### src/rtl/multicycle_ctrl.sv
// Multicycle MIPS-subset main controller: Moore FSM that sequences fetch, decode,
// execute, memory and write-back, with optional memory handshake on FETCH/MEMRD/MEMWR.
module multicycle_ctrl #(
  parameter int MEM_HANDSHAKE = 1,
  parameter int ALUCTL_W      = 3,
  parameter int EN_JAL        = 1
) (
  input  logic                clk,
  input  logic                rst,
  input  logic [5:0]          Opcode,
  input  logic [5:0]          Funct,
  input  logic                mem_ready,
  output logic                IorD,
  output logic                ALUSrcA,
  output logic                IRWrite,
  output logic                MemWrite,
  output logic                PCWrite,
  output logic                RegWrite,
  output logic                Ori,
  output logic                Branch,
  output logic                BranchNE,
  output logic [1:0]          ALUSrcB,
  output logic [1:0]          PCSrc,
  output logic [1:0]          MemtoReg,
  output logic [1:0]          RegDst,
  output logic [ALUCTL_W-1:0] ALUControl,
  output logic [3:0]          state_o,
  output logic                trap
);

  typedef enum logic [3:0] {
    S_FETCH  = 4'd0,
    S_DECODE = 4'd1,
    S_MEMADR = 4'd2,
    S_MEMRD  = 4'd3,
    S_MEMWB  = 4'd4,
    S_MEMWR  = 4'd5,
    S_EXEC_R = 4'd6,
    S_ALUWB  = 4'd7,
    S_BRANCH = 4'd8,
    S_EXEC_I = 4'd9,
    S_IWB    = 4'd10,
    S_JUMP   = 4'd11,
    S_JAL    = 4'd12,
    S_JR     = 4'd13,
    S_TRAP   = 4'd14
  } state_t;

  localparam logic [5:0] OP_RTYPE = 6'b000000;
  localparam logic [5:0] OP_LW    = 6'b100011;
  localparam logic [5:0] OP_SW    = 6'b101011;
  localparam logic [5:0] OP_BEQ   = 6'b000100;
  localparam logic [5:0] OP_BNE   = 6'b000101;
  localparam logic [5:0] OP_ADDI  = 6'b001000;
  localparam logic [5:0] OP_ANDI  = 6'b001100;
  localparam logic [5:0] OP_ORI   = 6'b001101;
  localparam logic [5:0] OP_J     = 6'b000010;
  localparam logic [5:0] OP_JAL   = 6'b000011;

  localparam logic [5:0] FN_ADD   = 6'b100000;
  localparam logic [5:0] FN_SUB   = 6'b100010;
  localparam logic [5:0] FN_AND   = 6'b100100;
  localparam logic [5:0] FN_OR    = 6'b100101;
  localparam logic [5:0] FN_SLT   = 6'b101010;
  localparam logic [5:0] FN_JR    = 6'b001000;

  localparam logic [2:0] ALU_ADD  = 3'b010;
  localparam logic [2:0] ALU_SUB  = 3'b110;
  localparam logic [2:0] ALU_AND  = 3'b000;
  localparam logic [2:0] ALU_OR   = 3'b001;
  localparam logic [2:0] ALU_SLT  = 3'b111;

  state_t     r_state;
  state_t     w_next;
  logic       r_ori;
  logic       w_mr;
  logic [3:0] w_alu_r;
  logic [4:0] w_alu_i;

  logic       w_iord, w_srca, w_irw, w_memw, w_pcw, w_regw, w_ori, w_br, w_bne, w_trap;
  logic [1:0] w_srcb, w_pcsrc, w_m2r, w_rdst;
  logic [2:0] w_alu;

  // R-type function decode: {legal, ALU control}
  function automatic logic [3:0] f_alu_r(input logic [5:0] fn);
    case (fn)
      FN_ADD:  f_alu_r = {1'b1, ALU_ADD};
      FN_SUB:  f_alu_r = {1'b1, ALU_SUB};
      FN_AND:  f_alu_r = {1'b1, ALU_AND};
      FN_OR:   f_alu_r = {1'b1, ALU_OR};
      FN_SLT:  f_alu_r = {1'b1, ALU_SLT};
      default: f_alu_r = {1'b0, ALU_ADD};
    endcase
  endfunction

  // Immediate-op decode: {legal, zero-extend, ALU control}
  function automatic logic [4:0] f_alu_i(input logic [5:0] op);
    case (op)
      OP_ADDI: f_alu_i = {1'b1, 1'b0, ALU_ADD};
      OP_ANDI: f_alu_i = {1'b1, 1'b1, ALU_AND};
      OP_ORI:  f_alu_i = {1'b1, 1'b1, ALU_OR};
      default: f_alu_i = {1'b0, 1'b0, ALU_ADD};
    endcase
  endfunction

  function automatic state_t f_decode(input logic [5:0] op, input logic [5:0] fn);
    case (op)
      OP_LW, OP_SW:              f_decode = S_MEMADR;
      OP_RTYPE:                  f_decode = (fn == FN_JR) ? S_JR : S_EXEC_R;
      OP_BEQ, OP_BNE:            f_decode = S_BRANCH;
      OP_ADDI, OP_ANDI, OP_ORI:  f_decode = S_EXEC_I;
      OP_J:                      f_decode = S_JUMP;
      OP_JAL:                    f_decode = (EN_JAL != 0) ? S_JAL : S_TRAP;
      default:                   f_decode = S_TRAP;
    endcase
  endfunction

  assign w_mr    = (MEM_HANDSHAKE != 0) ? mem_ready : 1'b1;
  assign w_alu_r = f_alu_r(Funct);
  assign w_alu_i = f_alu_i(Opcode);

  always_ff @(posedge clk) begin
    if (rst) begin
      r_state <= S_FETCH;
      r_ori   <= 1'b0;
    end else begin
      r_state <= w_next;
      if (r_state == S_EXEC_I) r_ori <= w_alu_i[3];
    end
  end

  always_comb begin
    w_next = S_FETCH;
    case (r_state)
      S_FETCH:  w_next = w_mr ? S_DECODE : S_FETCH;
      S_DECODE: w_next = f_decode(Opcode, Funct);
      S_MEMADR: w_next = (Opcode == OP_SW) ? S_MEMWR : S_MEMRD;
      S_MEMRD:  w_next = w_mr ? S_MEMWB : S_MEMRD;
      S_MEMWB:  w_next = S_FETCH;
      S_MEMWR:  w_next = w_mr ? S_FETCH : S_MEMWR;
      S_EXEC_R: w_next = w_alu_r[3] ? S_ALUWB : S_TRAP;
      S_ALUWB:  w_next = S_FETCH;
      S_BRANCH: w_next = S_FETCH;
      S_EXEC_I: w_next = w_alu_i[4] ? S_IWB : S_TRAP;
      S_IWB:    w_next = S_FETCH;
      S_JUMP:   w_next = S_FETCH;
      S_JAL:    w_next = S_FETCH;
      S_JR:     w_next = S_FETCH;
      S_TRAP:   w_next = S_FETCH;
      default:  w_next = S_FETCH;
    endcase
  end

  // Moore output decode; only the memory-side strobes see the handshake
  always_comb begin
    w_iord  = 1'b0;
    w_srca  = 1'b0;
    w_irw   = 1'b0;
    w_memw  = 1'b0;
    w_pcw   = 1'b0;
    w_regw  = 1'b0;
    w_ori   = 1'b0;
    w_br    = 1'b0;
    w_bne   = 1'b0;
    w_trap  = 1'b0;
    w_srcb  = 2'b00;
    w_pcsrc = 2'b00;
    w_m2r   = 2'b00;
    w_rdst  = 2'b00;
    w_alu   = 3'b000;
    case (r_state)
      S_FETCH: begin
        w_srcb = 2'b01;
        w_alu  = ALU_ADD;
        w_irw  = w_mr;
        w_pcw  = w_mr;
      end
      S_DECODE: begin
        w_srcb = 2'b11;
        w_alu  = ALU_ADD;
      end
      S_MEMADR: begin
        w_srca = 1'b1;
        w_srcb = 2'b10;
        w_alu  = ALU_ADD;
      end
      S_MEMRD: w_iord = 1'b1;
      S_MEMWB: begin
        w_m2r  = 2'b01;
        w_regw = 1'b1;
      end
      S_MEMWR: begin
        w_iord = 1'b1;
        w_memw = w_mr;
      end
      S_EXEC_R: begin
        w_srca = 1'b1;
        w_alu  = w_alu_r[2:0];
      end
      S_ALUWB: begin
        w_rdst = 2'b01;
        w_regw = 1'b1;
      end
      S_BRANCH: begin
        w_srca  = 1'b1;
        w_alu   = ALU_SUB;
        w_pcsrc = 2'b01;
        w_br    = (Opcode == OP_BEQ);
        w_bne   = (Opcode == OP_BNE);
      end
      S_EXEC_I: begin
        w_srca = 1'b1;
        w_srcb = 2'b10;
        w_alu  = w_alu_i[2:0];
        w_ori  = w_alu_i[3];
      end
      S_IWB: begin
        w_regw = 1'b1;
        w_ori  = r_ori;
      end
      S_JUMP: begin
        w_pcsrc = 2'b10;
        w_pcw   = 1'b1;
      end
      S_JAL: begin
        w_pcsrc = 2'b10;
        w_pcw   = 1'b1;
        w_rdst  = 2'b10;
        w_m2r   = 2'b10;
        w_regw  = 1'b1;
      end
      S_JR: begin
        w_pcsrc = 2'b11;
        w_pcw   = 1'b1;
      end
      S_TRAP:  w_trap = 1'b1;
      default: w_trap = 1'b0;
    endcase
  end

  // Reset forces every output quiet, independent of the registered state
  assign IorD       = rst ? 1'b0 : w_iord;
  assign ALUSrcA    = rst ? 1'b0 : w_srca;
  assign IRWrite    = rst ? 1'b0 : w_irw;
  assign MemWrite   = rst ? 1'b0 : w_memw;
  assign PCWrite    = rst ? 1'b0 : w_pcw;
  assign RegWrite   = rst ? 1'b0 : w_regw;
  assign Ori        = rst ? 1'b0 : w_ori;
  assign Branch     = rst ? 1'b0 : w_br;
  assign BranchNE   = rst ? 1'b0 : w_bne;
  assign ALUSrcB    = rst ? 2'b00 : w_srcb;
  assign PCSrc      = rst ? 2'b00 : w_pcsrc;
  assign MemtoReg   = rst ? 2'b00 : w_m2r;
  assign RegDst     = rst ? 2'b00 : w_rdst;
  assign ALUControl = rst ? '0 : ALUCTL_W'(w_alu);
  assign state_o    = rst ? 4'd0 : 4'(r_state);
  assign trap       = rst ? 1'b0 : w_trap;

endmodule

### config.mk
export PLATFORM = sky130hd
export DESIGN_NAME = multicycle_ctrl
export DESIGN_NICKNAME = d
export VERILOG_FILES = /design/src/rtl/multicycle_ctrl.sv
export SDC_FILE = /design/constraint.sdc
export NUM_CORES = 1
export LEC_CHECK = 0
export CAP_MARGIN = 0
export CORE_UTILIZATION = 45
export DETAILED_ROUTE_END_ITERATION = 12
export GPL_TIMING_DRIVEN = 0
export PLACE_DENSITY = 0.81
export RECOVER_POWER = 25
export SLEW_MARGIN = 20
export SYNTH_ARGS = -nofsm -noshare
export SYNTH_HDL_FRONTEND = slang
export SYNTH_SLANG_ARGS = --single-unit
### constraint.sdc
create_clock -name clk -period 2.4 [get_ports clk]
set_input_delay 0.48 -clock clk [delete_from_list [all_inputs] [get_ports clk]]
set_output_delay 0.48 -clock clk [all_outputs]
set_load 0.05 [all_outputs]
Word-level counts from Yosys, hierarchy flattened. Cells that the tools add are included.

Register bits after elaboration: 5. Logic and storage cells: 85.

Equal/unequal tests: 29. Mux-type cells: 42. Reduce and logical (&&, ||, !) cells: 12.

Operators with widths (count): $eq A6 B6 Y1 const B (7); $eq A4 B4 Y1 const B (7); $pmux W4 S7 (1); $eq A6 B4 Y1 const B (4); $pmux W4 S6 (1); $pmux W4 S5 (1); $mux W1 (19); $eq A4 B3 Y1 const B (4); $mux W3 (5); $pmux W5 S3 (1); $eq A6 B2 Y1 const B (2); $eq A6 B3 Y1 const B (2); $mux W4 (3); $pmux W2 S3 (2); $pmux W3 S4 (1); $reduce_or A2 Y1 (5); $reduce_or A3 Y1 (3); $eq A4 B2 Y1 const B (2); $mux W2 (4); $pmux W2 S2 (2); $reduce_or A4 Y1 (2); $logic_not A6 Y1 (1); $eq A4 B1 Y1 const B (1); $logic_not A4 Y1 (1); $pmux W1 S2 (2).

Longest topological paths before layout.
Word-level depth: 4. Gate-level depth with buffers: 6. Mapped depth without buffers: 4.

Worst setup path after synthesis. Ideal clock, no wire load.

Kind: input to output. From: input port rst. To: output port MemWrite. Data arrival time: 2.506 ns. Data required time: 1.920 ns. Path slack: -0.586 ns. Stages on the path: 3. Cells stage by stage: buf_2 > clkbuf_1 > nor4b_1.

Longest elaborated chain between the ends: 1.

RTL lines: from (decl) (line 9) `input logic rst,`; $mux W1 (line 245) `assign MemWrite = rst ? 1'b0 : w_memw;`; to (decl) (line 16) `output logic MemWrite,`.

No other way between the ends.

Final worst setup path.
From: register r_state[0]. To: output port IRWrite.

Longest elaborated chain between the ends: 3.

RTL lines: from (decl) (line 73) `state_t r_state;`; from (signal assigned) (line 127) `r_state <= w_next;`; $logic_not A4 Y1 (line 171) `case (r_state)`; $mux W1 (line 171); $mux W1 (line 244) `assign IRWrite = rst ? 1'b0 : w_irw;`; to (decl) (line 15) `output logic IRWrite,`.

No other way between the ends.

==> reports/qor.yml <==
status: "completed"
drtPass1Iterations: 4
regToRegStartpoint: "r_state[0]"
number_of_drc_markers_in_iteration_0: 22
finalWirelength_um: 2930
place_hpwl_um: 2200
wire_length_of_the_first_global_routing_pass_um: 4460
placement_rows: 16
power-per-cell-area_mw_per_mm2: 859
synth_area_per_cell_um2: 6.89
cap_viol_max_count: 0
hold_ws_ns: 0.504
synth-edff-count: 0
netlist_top_cells_area: "sky130_fd_sc_hd__dfxtp_1 (11%), sky130_fd_sc_hd__nor2b_1 (6.1%), sky130_fd_sc_hd__a21oi_1 (4.8%), sky130_fd_sc_hd__and3_1 (4.7%), sky130_fd_sc_hd__nor2_1 (4.4%)"
area_growth_from_synthesis_to_layout_pct: 47.4
detail_route.wl_per_cell_um: 14.4
via_count_of_the_first_global_routing_pass: 1005
post-route-drc-count: 0
final_period_minus_worst_setup_slack_ns: 2.36
vias_per_cell: 5.93
rrSetupSlack_ns: 0.91
grt_remaining_overflow: 0
design.core.area_mm2: 0.00194
setup_total_negative_slack_ns: 0
port_buffers: 37
required_ns: 1.92
synth.cells.most_frequent: "sky130_fd_sc_hd__nor2_1 (11), sky130_fd_sc_hd__a21oi_1 (9), sky130_fd_sc_hd__nor2b_1 (9)"
clock_tree.htree_level_count: 1
final-hold-violation-count: 0
total_grt_usage: 0.277
cp.arrival_ns: 1.88
die_h_um: 47.5
cts_hold_buf: 0
hold_class: "flop to flop"
synth.top_cell.area_share: 0.108
clk_root_buffer_cell: "sky130_fd_sc_hd__clkbuf_4"
critical_path.reg2reg.endpoint: "r_state[0]"
r2r.worst_path.cells: 5
worst_setup_path_end_kind: "output port"
mappedNetlistArea_um2: 930
crit_path_end: "IRWrite"
syn_nets: 150
timing.max_slew.rel_slack: 0.667
final_clock_skew_ns: 0.0103
dieArea_mm2: 0.00225
detailroute.via_count: 1203
ios: 40
leakage_power_total_nw: 0.598
slew_violations: 0
max-vdd-ir-drop_v: 0.000496
synth.most_common_cell: "sky130_fd_sc_hd__nor2_1"
number_of_antenna_violations_at_the_first_check_in_global_routing: 0
drive_above_1_share: 0.313
cts_inserted_buffers: 3
num_antenna_cells: 0
fmax_mhz: 423
synth_cell_type_count: 49
post-route-util: 0.706
setup-violations-final: 0
synthesized_flop_and_latch_total: 5
final_net_count: 192
synth.largest_area_cell: "sky130_fd_sc_hd__dfxtp_1"
yosys_warnings: 0
post-route-period-util: 0.985
cts_sinks: 5
cts-root-to-sink-buffers: 2
die_w_um: 47.5
tritoncts: "done"
total_power_w: 0.00118
insertion_delay_to_the_later_sink_of_the_worst_skew_pair_ns: 0.26
clkSlewWorstSetupHoldPaths_ns: 0.05
timing.critical_path.fanout_max: 10
worst-setup-path-type: "flop to output port"
ant_nets: 0
worst_setup_path_start_kind: "flop"
worst_pin_slew_ns: 0.498
largest_net_degree_at_the_start_of_global_routing: 12
worst_setup_path_startpoint: "r_state[0]"
place_congestion: 0.847
floorplan.initialDensity: 0.479
post_synth_inst_count: 135
synth_async_sr_flop_share: 0
seq_area_frac_synth: 0.108
ys.flop_type: "sky130_fd_sc_hd__dfxtp_1"
[kinds of logic (layout without fill, tap and decap cells)]
kind of cell,count (synthesis),after routing,share of synthesized area
mux,1,1,0.0108
xor+xnor,1,1,0.00942
simple gates,73,73,0.505
compound gates,40,40,0.287
buf+inv,15,56,0.0808
flops,5,5,0.108
[layout by cell type, fill, tap and decap left out, types with 6 or more instances in the layout]
cell	n
sky130_fd_sc_hd__nand2_1	6
sky130_fd_sc_hd__buf_2	9
sky130_fd_sc_hd__nor2_1	9
sky130_fd_sc_hd__nor2b_1	8
sky130_fd_sc_hd__dlygate4sd2_1	10
sky130_fd_sc_hd__clkbuf_4	6
sky130_fd_sc_hd__o21ai_0	7
sky130_fd_sc_hd__a21oi_1	9
sky130_fd_sc_hd__a31oi_1	6
sky130_fd_sc_hd__clkdlybuf4s50_1	7
sky130_fd_sc_hd__clkbuf_2	10
sky130_fd_sc_hd__and3_1	6
[power breakdown]
| part | internal (W) | leakage (nW) | switching [W] |
|---|---|---|---|
| combinational | 0.000320 | 0.541 | 0.000608 |
| sequential | 0.000110 | 0.0412 | 0.0000336 |
| clock | 0.0000633 | 0.0150 | 0.0000421 |
| total | 0.000493 | 0.598 | 0.000684 |
[through the flow]
step | setup WS [ns] | cells | instance area [µm²]
after floorplan | -0.410 | 135 | 976
after global placement | -0.845 | 199 | 1380
after detailed placement | -0.815 | 199 | 1380
after CTS | -0.00811 | 202 | 1390
after global routing | -0.0151 | 203 | 1370
final | 0.0365 | 203 | 1370
[sequential cells by signal, summed over array words and instances, names as in the netlist]
| register | flops |
|---|---|
| r_ori | 1 |
| r_state | 4 |
[critical path, stage by stage (launching register included)]
cell and delay, ns:
sky130_fd_sc_hd__dfxtp_1 0.30, sky130_fd_sc_hd__buf_4 0.16, sky130_fd_sc_hd__nor3_2 0.38, sky130_fd_sc_hd__and4_1 0.25, sky130_fd_sc_hd__dlygate4sd2_1 0.53
[how the worst min path moves through the flow]
stage | endpoint | cells after the start | slack, ns | startpoint
final | r_ori | 2 | 0.50 | r_ori
after global routing | r_ori | 2 | 0.53 | r_ori
after detailed placement | r_ori | 2 | 0.49 | r_ori
after global placement | r_ori | 2 | 0.47 | r_ori
after CTS | r_ori | 2 | 0.50 | r_ori
after floorplan | r_ori | 2 | 0.45 | r_ori
[metal layers]
layer	GRT usage	routed length, µm	vias up
met3	0.0755	230	8
li1	-	-	591
met4	0.0457	55	0
met2	0.471	1390	60
met1	0.354	1260	544
met5	0	0	-
[layout make-up]
type	count	area [µm²]
Multi-Input combinational cell	115	823
Buffer	11	66.3
Fill cell	183	572
Inverter	3	11.3
Timing Repair Buffer	38	308
Tap cell	27	33.8
Clock buffer	4	26.3
Sequential cell	5	101
[what timing repair did]
action                                  CTS  global route
buffers inserted                          0             1
endpoints found under the setup margin   25            19
gates cloned                              0             0
resized for setup                        64            33
pin swaps                                 0             1
Note: power is estimated with default switching activity, not from simulation.
